[src/rtl/muldiv_pkg.sv]
// muldiv_pkg: shared types and constants for the iterative multiply/divide unit.
package muldiv_pkg;

  localparam int MD_WIDTH = 32;

  typedef enum logic [1:0] {
    MD_MULT  = 2'b00,
    MD_MULTU = 2'b01,
    MD_DIV   = 2'b10,
    MD_DIVU  = 2'b11
  } mdOp_e;

  typedef enum logic [1:0] {
    MD_IDLE = 2'b00,
    MD_RUN  = 2'b01,
    MD_FIX  = 2'b10
  } mdState_e;

endpackage

[src/rtl/muldiv_unit_if.sv]
// muldiv_unit_if: E-stage controls/operands into the unit and HI/LO/status back out.
interface muldiv_unit_if
  import muldiv_pkg::*;
#(
  parameter int WIDTH = MD_WIDTH
);

  logic             startE;
  mdOp_e            opE;
  logic [WIDTH-1:0] srcaE;
  logic [WIDTH-1:0] srcbE;
  logic             hienE;
  logic             loenE;
  logic             cancel;
  logic [WIDTH-1:0] hi;
  logic [WIDTH-1:0] lo;
  logic             busy;
  logic             done;

  modport master (
    output startE, opE, srcaE, srcbE, hienE, loenE, cancel,
    input  hi, lo, busy, done
  );

  modport slave (
    input  startE, opE, srcaE, srcbE, hienE, loenE, cancel,
    output hi, lo, busy, done
  );

endinterface

[src/rtl/muldiv_signfix.sv]
// muldiv_signfix: combinational conditional two's-complement negate (abs when negate = sign bit).
// Only built when MULDIV_SIGNED_EN is defined.
`ifdef MULDIV_SIGNED_EN
module muldiv_signfix #(
  parameter int WIDTH = 32
) (
  input  logic [WIDTH-1:0] value,
  input  logic             negate,
  output logic [WIDTH-1:0] result
);

  assign result = negate ? (~value + WIDTH'(1)) : value;

endmodule
`endif

[src/rtl/muldiv_unit.sv]
// muldiv_unit: iterative radix-2 multiply / restoring divide that owns HI/LO.
// Define MULDIV_SIGNED_EN for signed MULT/DIV; otherwise op bit 0 is ignored.
module muldiv_unit
  import muldiv_pkg::*;
#(
  parameter int WIDTH = MD_WIDTH
) (
  input logic          clk,
  input logic          reset,
  muldiv_unit_if.slave md
);

  localparam int CW = $clog2(WIDTH);

  mdState_e           state;
  logic [CW-1:0]      count;
  logic               isDiv;
  logic [WIDTH-1:0]   opnd;
  logic [2*WIDTH-1:0] acc;
  logic [WIDTH:0]     rem;
  logic [WIDTH-1:0]   hiReg;
  logic [WIDTH-1:0]   loReg;
  logic               doneReg;

  logic [WIDTH-1:0]   aMag;
  logic [WIDTH-1:0]   bMag;
  logic [WIDTH-1:0]   quoFix;
  logic [WIDTH-1:0]   remFix;
  logic [2*WIDTH-1:0] prodFix;
  logic               unusedBits;

`ifdef MULDIV_SIGNED_EN
  logic signedOp;
  logic negA;
  logic negB;
  logic negMain;
  logic negRem;

  assign signedOp = (md.opE == MD_MULT) || (md.opE == MD_DIV);
  assign negA     = signedOp & md.srcaE[WIDTH-1];
  assign negB     = signedOp & md.srcbE[WIDTH-1];

  muldiv_signfix #(.WIDTH(WIDTH)) absA (.value(md.srcaE), .negate(negA), .result(aMag));
  muldiv_signfix #(.WIDTH(WIDTH)) absB (.value(md.srcbE), .negate(negB), .result(bMag));

  // Product and quotient are negative when operand signs differ; remainder follows the dividend.
  muldiv_signfix #(.WIDTH(WIDTH))   fixQuo  (.value(acc[WIDTH-1:0]), .negate(negMain), .result(quoFix));
  muldiv_signfix #(.WIDTH(WIDTH))   fixRem  (.value(rem[WIDTH-1:0]), .negate(negRem),  .result(remFix));
  muldiv_signfix #(.WIDTH(2*WIDTH)) fixProd (.value(acc),            .negate(negMain), .result(prodFix));

  always_ff @(posedge clk or posedge reset) begin
    if (reset) begin
      negMain <= 1'b0;
      negRem  <= 1'b0;
    end else if (state == MD_IDLE && md.startE) begin
      negMain <= negA ^ negB;
      negRem  <= negA;
    end
  end

  assign unusedBits = rem[WIDTH];
`else
  assign aMag       = md.srcaE;
  assign bMag       = md.srcbE;
  assign quoFix     = acc[WIDTH-1:0];
  assign remFix     = rem[WIDTH-1:0];
  assign prodFix    = acc;
  assign unusedBits = rem[WIDTH] ^ md.opE[0];
`endif

  // One radix-2 step: multiply adds into the upper half then shifts right;
  // divide shifts the next dividend bit into the remainder and trial-subtracts.
  logic [WIDTH:0]   mulSum;
  logic [WIDTH:0]   divShift;
  logic [WIDTH+1:0] divTrial;
  logic             divOk;

  assign mulSum   = {1'b0, acc[2*WIDTH-1:WIDTH]} + (acc[0] ? {1'b0, opnd} : '0);
  assign divShift = {rem[WIDTH-1:0], acc[WIDTH-1]};
  assign divTrial = {1'b0, divShift} - {2'b00, opnd};
  assign divOk    = ~divTrial[WIDTH+1];

  always_ff @(posedge clk or posedge reset) begin
    if (reset) begin
      state   <= MD_IDLE;
      count   <= '0;
      isDiv   <= 1'b0;
      opnd    <= '0;
      acc     <= '0;
      rem     <= '0;
      hiReg   <= '0;
      loReg   <= '0;
      doneReg <= 1'b0;
    end else begin
      // NOTE: non-blocking assignments so every register samples pre-edge values, independent of statement order.
      doneReg <= 1'b0;
      unique case (state)
        MD_IDLE: begin
          if (md.startE) begin
            state <= MD_RUN;
            count <= '0;
            isDiv <= md.opE[1];
            opnd  <= md.opE[1] ? bMag : aMag;
            acc   <= {{WIDTH{1'b0}}, (md.opE[1] ? aMag : bMag)};
            rem   <= '0;
          end else begin
            if (md.hienE) hiReg <= md.srcaE;
            if (md.loenE) loReg <= md.srcaE;
          end
        end
        MD_RUN: begin
          if (md.cancel) begin
            state <= MD_IDLE;
          end else begin
            if (isDiv) begin
              rem <= divOk ? divTrial[WIDTH:0] : divShift;
              acc <= {acc[2*WIDTH-1:WIDTH], acc[WIDTH-2:0], divOk};
            end else begin
              acc <= {mulSum, acc[WIDTH-1:1]};
            end
            count <= count + CW'(1);
            if (count == CW'(WIDTH - 1)) state <= MD_FIX;
          end
        end
        MD_FIX: begin
          state <= MD_IDLE;
          if (!md.cancel) begin
            if (isDiv) begin
              hiReg <= remFix;
              loReg <= quoFix;
            end else begin
              {hiReg, loReg} <= prodFix;
            end
            doneReg <= 1'b1;
          end
        end
        default: state <= MD_IDLE;
      endcase
    end
  end

  assign md.busy = (state != MD_IDLE);
  assign md.done = doneReg;
  assign md.hi   = hiReg;
  assign md.lo   = loReg;

endmodule

[src/flat_wrapper.sv]
// flat-port wrapper written by rule: the top's interface ports become plain ports
module muldiv_unit_flat import muldiv_pkg::*;
#(
  parameter int WIDTH = MD_WIDTH
)
  (clk, reset, md_startE, md_opE, md_srcaE, md_srcbE, md_hienE, md_loenE, md_cancel, md_hi, md_lo, md_busy, md_done);
  muldiv_unit_if #(.WIDTH(WIDTH)) md_i ();
  input logic clk;
  input logic reset;
  input wire logic [$bits(md_i.startE)-1:0] md_startE;
  input wire logic [$bits(md_i.opE)-1:0] md_opE;
  input wire logic [$bits(md_i.srcaE)-1:0] md_srcaE;
  input wire logic [$bits(md_i.srcbE)-1:0] md_srcbE;
  input wire logic [$bits(md_i.hienE)-1:0] md_hienE;
  input wire logic [$bits(md_i.loenE)-1:0] md_loenE;
  input wire logic [$bits(md_i.cancel)-1:0] md_cancel;
  output wire logic [$bits(md_i.hi)-1:0] md_hi;
  output wire logic [$bits(md_i.lo)-1:0] md_lo;
  output wire logic [$bits(md_i.busy)-1:0] md_busy;
  output wire logic [$bits(md_i.done)-1:0] md_done;
  assign md_i.startE = md_startE;
  assign md_i.opE = md_opE;
  assign md_i.srcaE = md_srcaE;
  assign md_i.srcbE = md_srcbE;
  assign md_i.hienE = md_hienE;
  assign md_i.loenE = md_loenE;
  assign md_i.cancel = md_cancel;
  assign md_hi = md_i.hi;
  assign md_lo = md_i.lo;
  assign md_busy = md_i.busy;
  assign md_done = md_i.done;
  muldiv_unit #(.WIDTH(WIDTH)) u_core (.clk(clk), .reset(reset), .md(md_i));
endmodule
[config.mk]
export PLATFORM = sky130hd
export DESIGN_NAME = muldiv_unit_flat
export DESIGN_NICKNAME = d
export VERILOG_FILES = /design/src/rtl/muldiv_pkg.sv /design/src/rtl/muldiv_unit_if.sv /design/src/rtl/muldiv_signfix.sv /design/src/rtl/muldiv_unit.sv /design/src/flat_wrapper.sv
export SDC_FILE = /design/constraint.sdc
export NUM_CORES = 1
export LEC_CHECK = 0
export CAP_MARGIN = 20
export CORE_MARGIN = 1.5
export CORE_UTILIZATION = 40
export DETAILED_ROUTE_END_ITERATION = 10
export PLACE_DENSITY = 0.63
export SYNTH_ARGS = -nofsm -noshare
export SYNTH_HDL_FRONTEND = slang
export SYNTH_HIERARCHICAL = 1
export SYNTH_SLANG_ARGS = --single-unit
[constraint.sdc]
create_clock -name clk -period 6.3 [get_ports clk]
set_input_delay 1.26 -clock clk [delete_from_list [all_inputs] [get_ports clk]]
set_output_delay 1.26 -clock clk [all_outputs]
set_load 0.1 [all_outputs]
Word level (Yosys, flattened, before mapping)
Cells that the tools add are included.
Widths: inputs -> output; s select.
{ "word_totals": {"ff_bits": 201, "inputBits": 72, "out_inout_bits": 66, "elab_cells": 67} }
{ "classes": {"add_sub_neg": 3, "n_eq_ne": 12, "n_mux": 30, "bitwise_logic": 1, "reduce_logical": 11} }
{ "op_table": {"columns": ["op", "count"], "rows": [
  ["$mux 32", 14],
  ["$mux 64", 3],
  ["$pmux 32 s2", 3],
  ["$pmux 64 s2", 1],
  ["$sub 33x32->34", 1],
  ["$add 32x33->33", 1],
  ["$reduce_and 4->1", 4],
  ["$ne 2x2->1 const B", 7],
  ["$mux 5", 2],
  ["$pmux 5 s2", 1],
  ["$mux 2", 3],
  ["$reduce_bool 2->1", 3],
  ["$add 5x1->5 const B", 1],
  ["$eq 5x5->1 const B", 1],
  ["$pmux 2 s2", 1],
  ["$reduce_and 2->1", 2],
  ["$ne 3x2->1 const B", 1],
  ["$reduce_and 3->1", 1],
  ["$eq 2x1->1 const B", 1],
  ["$eq 2x2->1 const B", 1],
  ["$logic_not 2->1", 1],
  ["$mux 1", 2],
  ["$ne 2x1->1 const B", 1],
  ["$not 1->1", 1]
]} }

Logic depth before layout (Yosys ltp)
{ "depth": {"word_depth": 5, "ltp_mapped": 14, "depth_no_buf": 13} }

Least setup slack after synthesis
Ideal clock, no wire load.
{ "synth_timing": {"kind": "register to register", "startpoint": "register u_core.acc[0]", "endpoint": "register u_core.acc[61]", "setup_ns": 0.069, "arrival_time_ns": 3.347, "required_time_ns": 6.231, "setup_slack_ns": 2.885, "path_stages_with_launch": 15, "n_path_buf": 1, "period_less_slack_ns": 3.415, "cell_sequence": "dfrtp_1 > clkbuf_1 > and2_1 > ha_1 > inv_1 > fa_1 > and2b_1 > o31a_2 > a31oi_1 > o41ai_4 > a211oi_2 > o31ai_2 > a21oi_1 > or4b_1 > nand3_1"} }
{ "synth_between": {"elab_chain_len": 5} }
{ "synth_lines": {"columns": ["element", "line", "rtl"], "rows": [
  ["from (decl)", "muldiv_unit.sv:19", "logic [2*WIDTH-1:0] acc;"],
  ["from (signal assigned)", "muldiv_unit.sv:104", "acc <= {{WIDTH{1'b0}}, (md.opE[1] ? aMag : bMag)};"],
  ["from (signal assigned)", "muldiv_unit.sv:117", "acc <= {acc[2*WIDTH-1:WIDTH], acc[WIDTH-2:0], divOk};"],
  ["from (signal assigned)", "muldiv_unit.sv:119", "acc <= {mulSum, acc[WIDTH-1:1]};"],
  ["$mux 32", "muldiv_unit.sv:78", "assign mulSum = {1'b0, acc[2*WIDTH-1:WIDTH]} + (acc[0] ? {1'b0, opnd} : '0);"],
  ["$add 32x33->33", "muldiv_unit.sv:78", null],
  ["$mux 64", "muldiv_unit.sv:115", "if (isDiv) begin"],
  ["$mux 64", "muldiv_unit.sv:112", "if (md.cancel) begin"],
  ["$pmux 64 s2", "muldiv_unit.sv:97", "unique case (state)"]
]} }
Every way passes these cells. The select of a mux whose other input is x is not followed.
A chain may end at the register's enable or synchronous reset.

Final worst setup path
{ "layout_timing": {"startpoint": "register u_core.opnd[11]", "endpoint": "register u_core.rem[19]"} }
{ "layout_between": {"elab_chain_len": 5} }
{ "layout_lines": {"columns": ["element", "line", "rtl"], "rows": [
  ["from (decl)", "muldiv_unit.sv:18", "logic [WIDTH-1:0] opnd;"],
  ["from (signal assigned)", "muldiv_unit.sv:103", "opnd <= md.opE[1] ? bMag : aMag;"],
  ["$sub 33x32->34", "muldiv_unit.sv:80", "assign divTrial = {1'b0, divShift} - {2'b00, opnd};"],
  ["$mux 32", "muldiv_unit.sv:116", "rem <= divOk ? divTrial[WIDTH:0] : divShift;"],
  ["$mux 32", "muldiv_unit.sv:115", null],
  ["$mux 32", "muldiv_unit.sv:112", null],
  ["$pmux 32 s2", "muldiv_unit.sv:97", null],
  ["to (signal assigned)", "muldiv_unit.sv:116", null],
  ["to (decl)", "muldiv_unit.sv:20", "logic [WIDTH:0] rem;"]
]} }
Every way passes these cells. The select of a mux whose other input is x is not followed.

==> impl_metrics.csv <==
group,metric,value,unit
status,status,"complete, no violations",
logic_synthesis,syn-cell-area,13370,µm²
flow_run,drv.max_cap_violation_count,0,
logic_synthesis,synthesis.yosys.warnings,6,
detailed_routing,route.detailed.drc,0,
global_routing,grt_pass1_vias,11300,
sta,finalSetupTns,0,ns
detailed_routing,drt-total-wl,39.32,mm
clock_tree,cts_root_buffer,"sky130_fd_sc_hd__clkbuf_16",
place,hpwlAfterDp,27.53,mm
sta,setup_repair_after_global_routing_missed_its_margin,"no",
clock_tree,h-tree-depth,1,
sta,max_slew_violations,0,
worst_setup_path,worstReg2RegStart,"u_core/opnd[11]$_DFFE_PP0P_",
logic_synthesis,post_synth_num_cell_types,68,
logic_synthesis,yosys.area.top_type,"sky130_fd_sc_hd__dfrtp_1",
place,placement_stage_worst_setup_slack,2.420,ns
worst_setup_path,worst_ep_arrival_time,4.22,ns
sta,timing_hold_violations_final,0,
finish,commonest_non_fill_non_tap_cells_in_the_layout,"259 x sky130_fd_sc_hd__nand2_1, 200 x sky130_fd_sc_hd__dfrtp_1, 163 x sky130_fd_sc_hd__o21ai_0",
clock_tree,cts_buffers,24,
detailed_routing,detail_route.wl_per_cell,18.85,µm
logic_synthesis,synth_cells,1540,
floorplan,floorplan.die_area,34530,µm²
global_routing,grt_overflow_total,0,
finish,nets,1766,
floorplan,io-pin-count,138,
power_and_ir_drop,vdd.ir_drop.worst,264.5,µV
finish,syn_to_final_growth,19.43,%
worst_setup_path,timing.critical_path.to_type,"flop",
power_and_ir_drop,power.density_cell_area,357.6,nW/µm²
finish,finish.utilization,0.4883,
floorplan,floorplan.die.width,185.8,µm
clock_tree,cts.clk_slew.worst_paths,0.06,ns
clock_tree,post_cts_resize_count,0,
hold_path,instance_count_along_the_most_critical_hold_path,2,
logic_synthesis,share_of_synthesized_area_occupied_by_flip_flops_and_latches,0.3762,
finish,post_route_cells_drive_above_1_share,0.05474,
logic_synthesis,postSynthNetCount,1680,
finish,layout_commonest_cell,"sky130_fd_sc_hd__nand2_1",
logic_synthesis,ys_dominant_reg_cell,"sky130_fd_sc_hd__dfrtp_1",
floorplan,core.rowCount,66,
logic_synthesis,async_reset_ff_frac,1.000,
worst_setup_path,worst_setup_start_kind,"flop",
sta,fin_skew,0.01619,ns
sta,report.final.setup_viol,0,
logic_synthesis,synth.avg_cell_area,8.681,µm²
clock_tree,clock_sinks,201,
sta,fin_crit_sh,0.6096,
logic_synthesis,ys_seq_elements,201,
worst_setup_path,cp_data_required_time,6.68,ns
clock_tree,cts_buffer_depth,3,
worst_setup_path,worst_r2r_path_depth,13,
place,port_buffer_count,136,
clock_tree,cts.repair_timing.setup_buffer_count,0,
detailed_routing,firstDrtPassIters,5,
logic_synthesis,synth-edff-count,0,
detailed_routing,ant_nets,0,
sta,fin_ws,2.460,ns
clock_tree,clock_latency_on_the_worst_skew_pair,0.53,ns
logic_synthesis,yosysTopAreaCellShare,0.3762,
detailed_routing,route.detailed.vias_per_inst,5.701,
floorplan,die_span_in_y,185.8,µm
hold_path,min-delay-start,"u_core/md.lo[29]$_DFFE_PP0P_",
global_routing,first_pass_grt_wire_length,63.05,mm
place,gpl.final_weighted_congestion,0.8416,
global_routing,groute.usage.overall,0.2292,
floorplan,floorplan.initialDensity,0.4088,
global_routing,antenna_found_initial,2,
clock_tree,hold_buffers,0,
logic_synthesis,synth.area.top_cells,"sky130_fd_sc_hd__dfrtp_1 38%, sky130_fd_sc_hd__mux2i_1 11%, sky130_fd_sc_hd__nand2_1 7.3%",
sta,max_frequency,260.4,MHz
finish,num_antenna_cells,0,
power_and_ir_drop,post-layout-total-power,5.710,mW
power_and_ir_drop,power.static_leakage,7.325,nW
worst_setup_path,critPathLaunch,"u_core/opnd[11]$_DFFE_PP0P_",
worst_setup_path,path_max_fanout,35,
detailed_routing,dr.first_iter.drc_count,974,
global_routing,pin_count_of_the_biggest_net_entering_global_routing,93,
sta,timing_worst_slew_pin_value,1.127,ns
worst_setup_path,criticalPathCategory,"reg -> reg",
sta,maxSlewHeadroom,0.2485,
hold_path,timing.hold.worst.class,"reg -> reg",
sta,period_minus_slack,3.840,ns
detailed_routing,detailroute.via_count,11890,
clock_tree,clock_tree_from_tritoncts,"yes",
floorplan,core-area,32700,µm²
[layer usage]
metal,vias to the layer above,share of wire,track usage
met5,-,0.00033,0
met3,35,0.062,0.03385
met1,5822,0.50,0.3568
met2,343,0.43,0.3348
li1,5691,-,-
met4,2,0.013,0.04129
[flip-flops by register name, summed over array words and instances (netlist names)]
signal	flops
u_core/acc	64
u_core/count	5
u_core/isDiv	1
u_core/md.done	1
u_core/md.hi	32
u_core/md.lo	32
u_core/opnd	32
u_core/rem	32
u_core/state	2
[layout make-up]
class,count,area [µm²]
multi-input cells,1188,7816
fillers,3112,16730
clock inverters,10,142.6
well taps,442,553.0
repair buffers,154,1494
flip-flops and latches,201,5034
inverters,57,217.7
clock buffers,34,709.4
[stage by stage]
stage          instances  hold WS (ns)  cell area [µm²]
3_5_place_dp        2042        0.4738            15110
2_1_floorplan       1540        0.4632            13370
4_1_cts             2086        0.4872            15970
5_1_grt             2086        0.5099            15970
3_3_place_gp        2042        0.4651            15110
6_report            2086        0.4827            15970
[synth_stat cells, drive strengths merged (6+ instances only)]
library cell / count
nand4: 32
xnor2: 31
o211ai: 31
nor3: 14
xor2: 18
or3: 9
nand2b: 8
nand2: 260
o21ai: 167
and2: 35
buf: 16
mux2i: 152
ha: 66
nor2b: 10
dfrtp: 201
a31oi: 9
o21a: 9
o311ai: 6
a211oi: 12
inv: 57
o221ai: 26
clkbuf: 78
nor2: 75
nand3: 20
a21oi: 94
a21o: 27
mux2: 7
and3: 9
[final timing paths]
check	end	slack, ns
hold reg to reg	u_core/md.lo[29]$_DFFE_PP0P_	0.48
setup reg to reg	u_core/rem[19]$_DFFE_PP0P_	2.46
setup / recovery	u_core/rem[19]$_DFFE_PP0P_	2.46
hold / removal	u_core/md.lo[29]$_DFFE_PP0P_	0.48
min in group asynchronous	u_core/acc[19]$_DFFE_PP0P_	1.28
max in group asynchronous	u_core/rem[17]$_DFFE_PP0P_	3.85
[cell families (layout without fill, tap and decap cells)]
kind of cell / count (synthesis) / count (layout) / synth area share
and+or+nand+nor: 482 / 482 / 0.1609
buffers and inverters: 151 / 255 / 0.04371
muxes: 159 / 159 / 0.1197
xor gates and xnor gates: 49 / 49 / 0.03210
DFF: 201 / 201 / 0.3762
adders and majority gates: 68 / 68 / 0.06476
AOI/OAI and AO/OA: 430 / 430 / 0.2026
[power by group]
group          switching, mW  internal [mW]
clock network          0.590          0.911
logic                   1.64          0.732
registers              0.270           1.57
[critical path: stages, from the launching register on]
cell and delay, ns:
sky130_fd_sc_hd__dfrtp_1 0.46, sky130_fd_sc_hd__inv_1 0.07, sky130_fd_sc_hd__ha_1 0.41, sky130_fd_sc_hd__nand4_1 0.19, sky130_fd_sc_hd__nor3_1 0.20, sky130_fd_sc_hd__o311ai_1 0.11
sky130_fd_sc_hd__and3_1 0.28, sky130_fd_sc_hd__o21ai_2 0.32, sky130_fd_sc_hd__a311oi_2 0.15, sky130_fd_sc_hd__o21ai_2 0.12, sky130_fd_sc_hd__buf_4 0.39, sky130_fd_sc_hd__and2_1 0.41
sky130_fd_sc_hd__buf_4 0.38, sky130_fd_sc_hd__o211ai_1 0.17
Note: power is estimated with default switching activity, not from simulation.
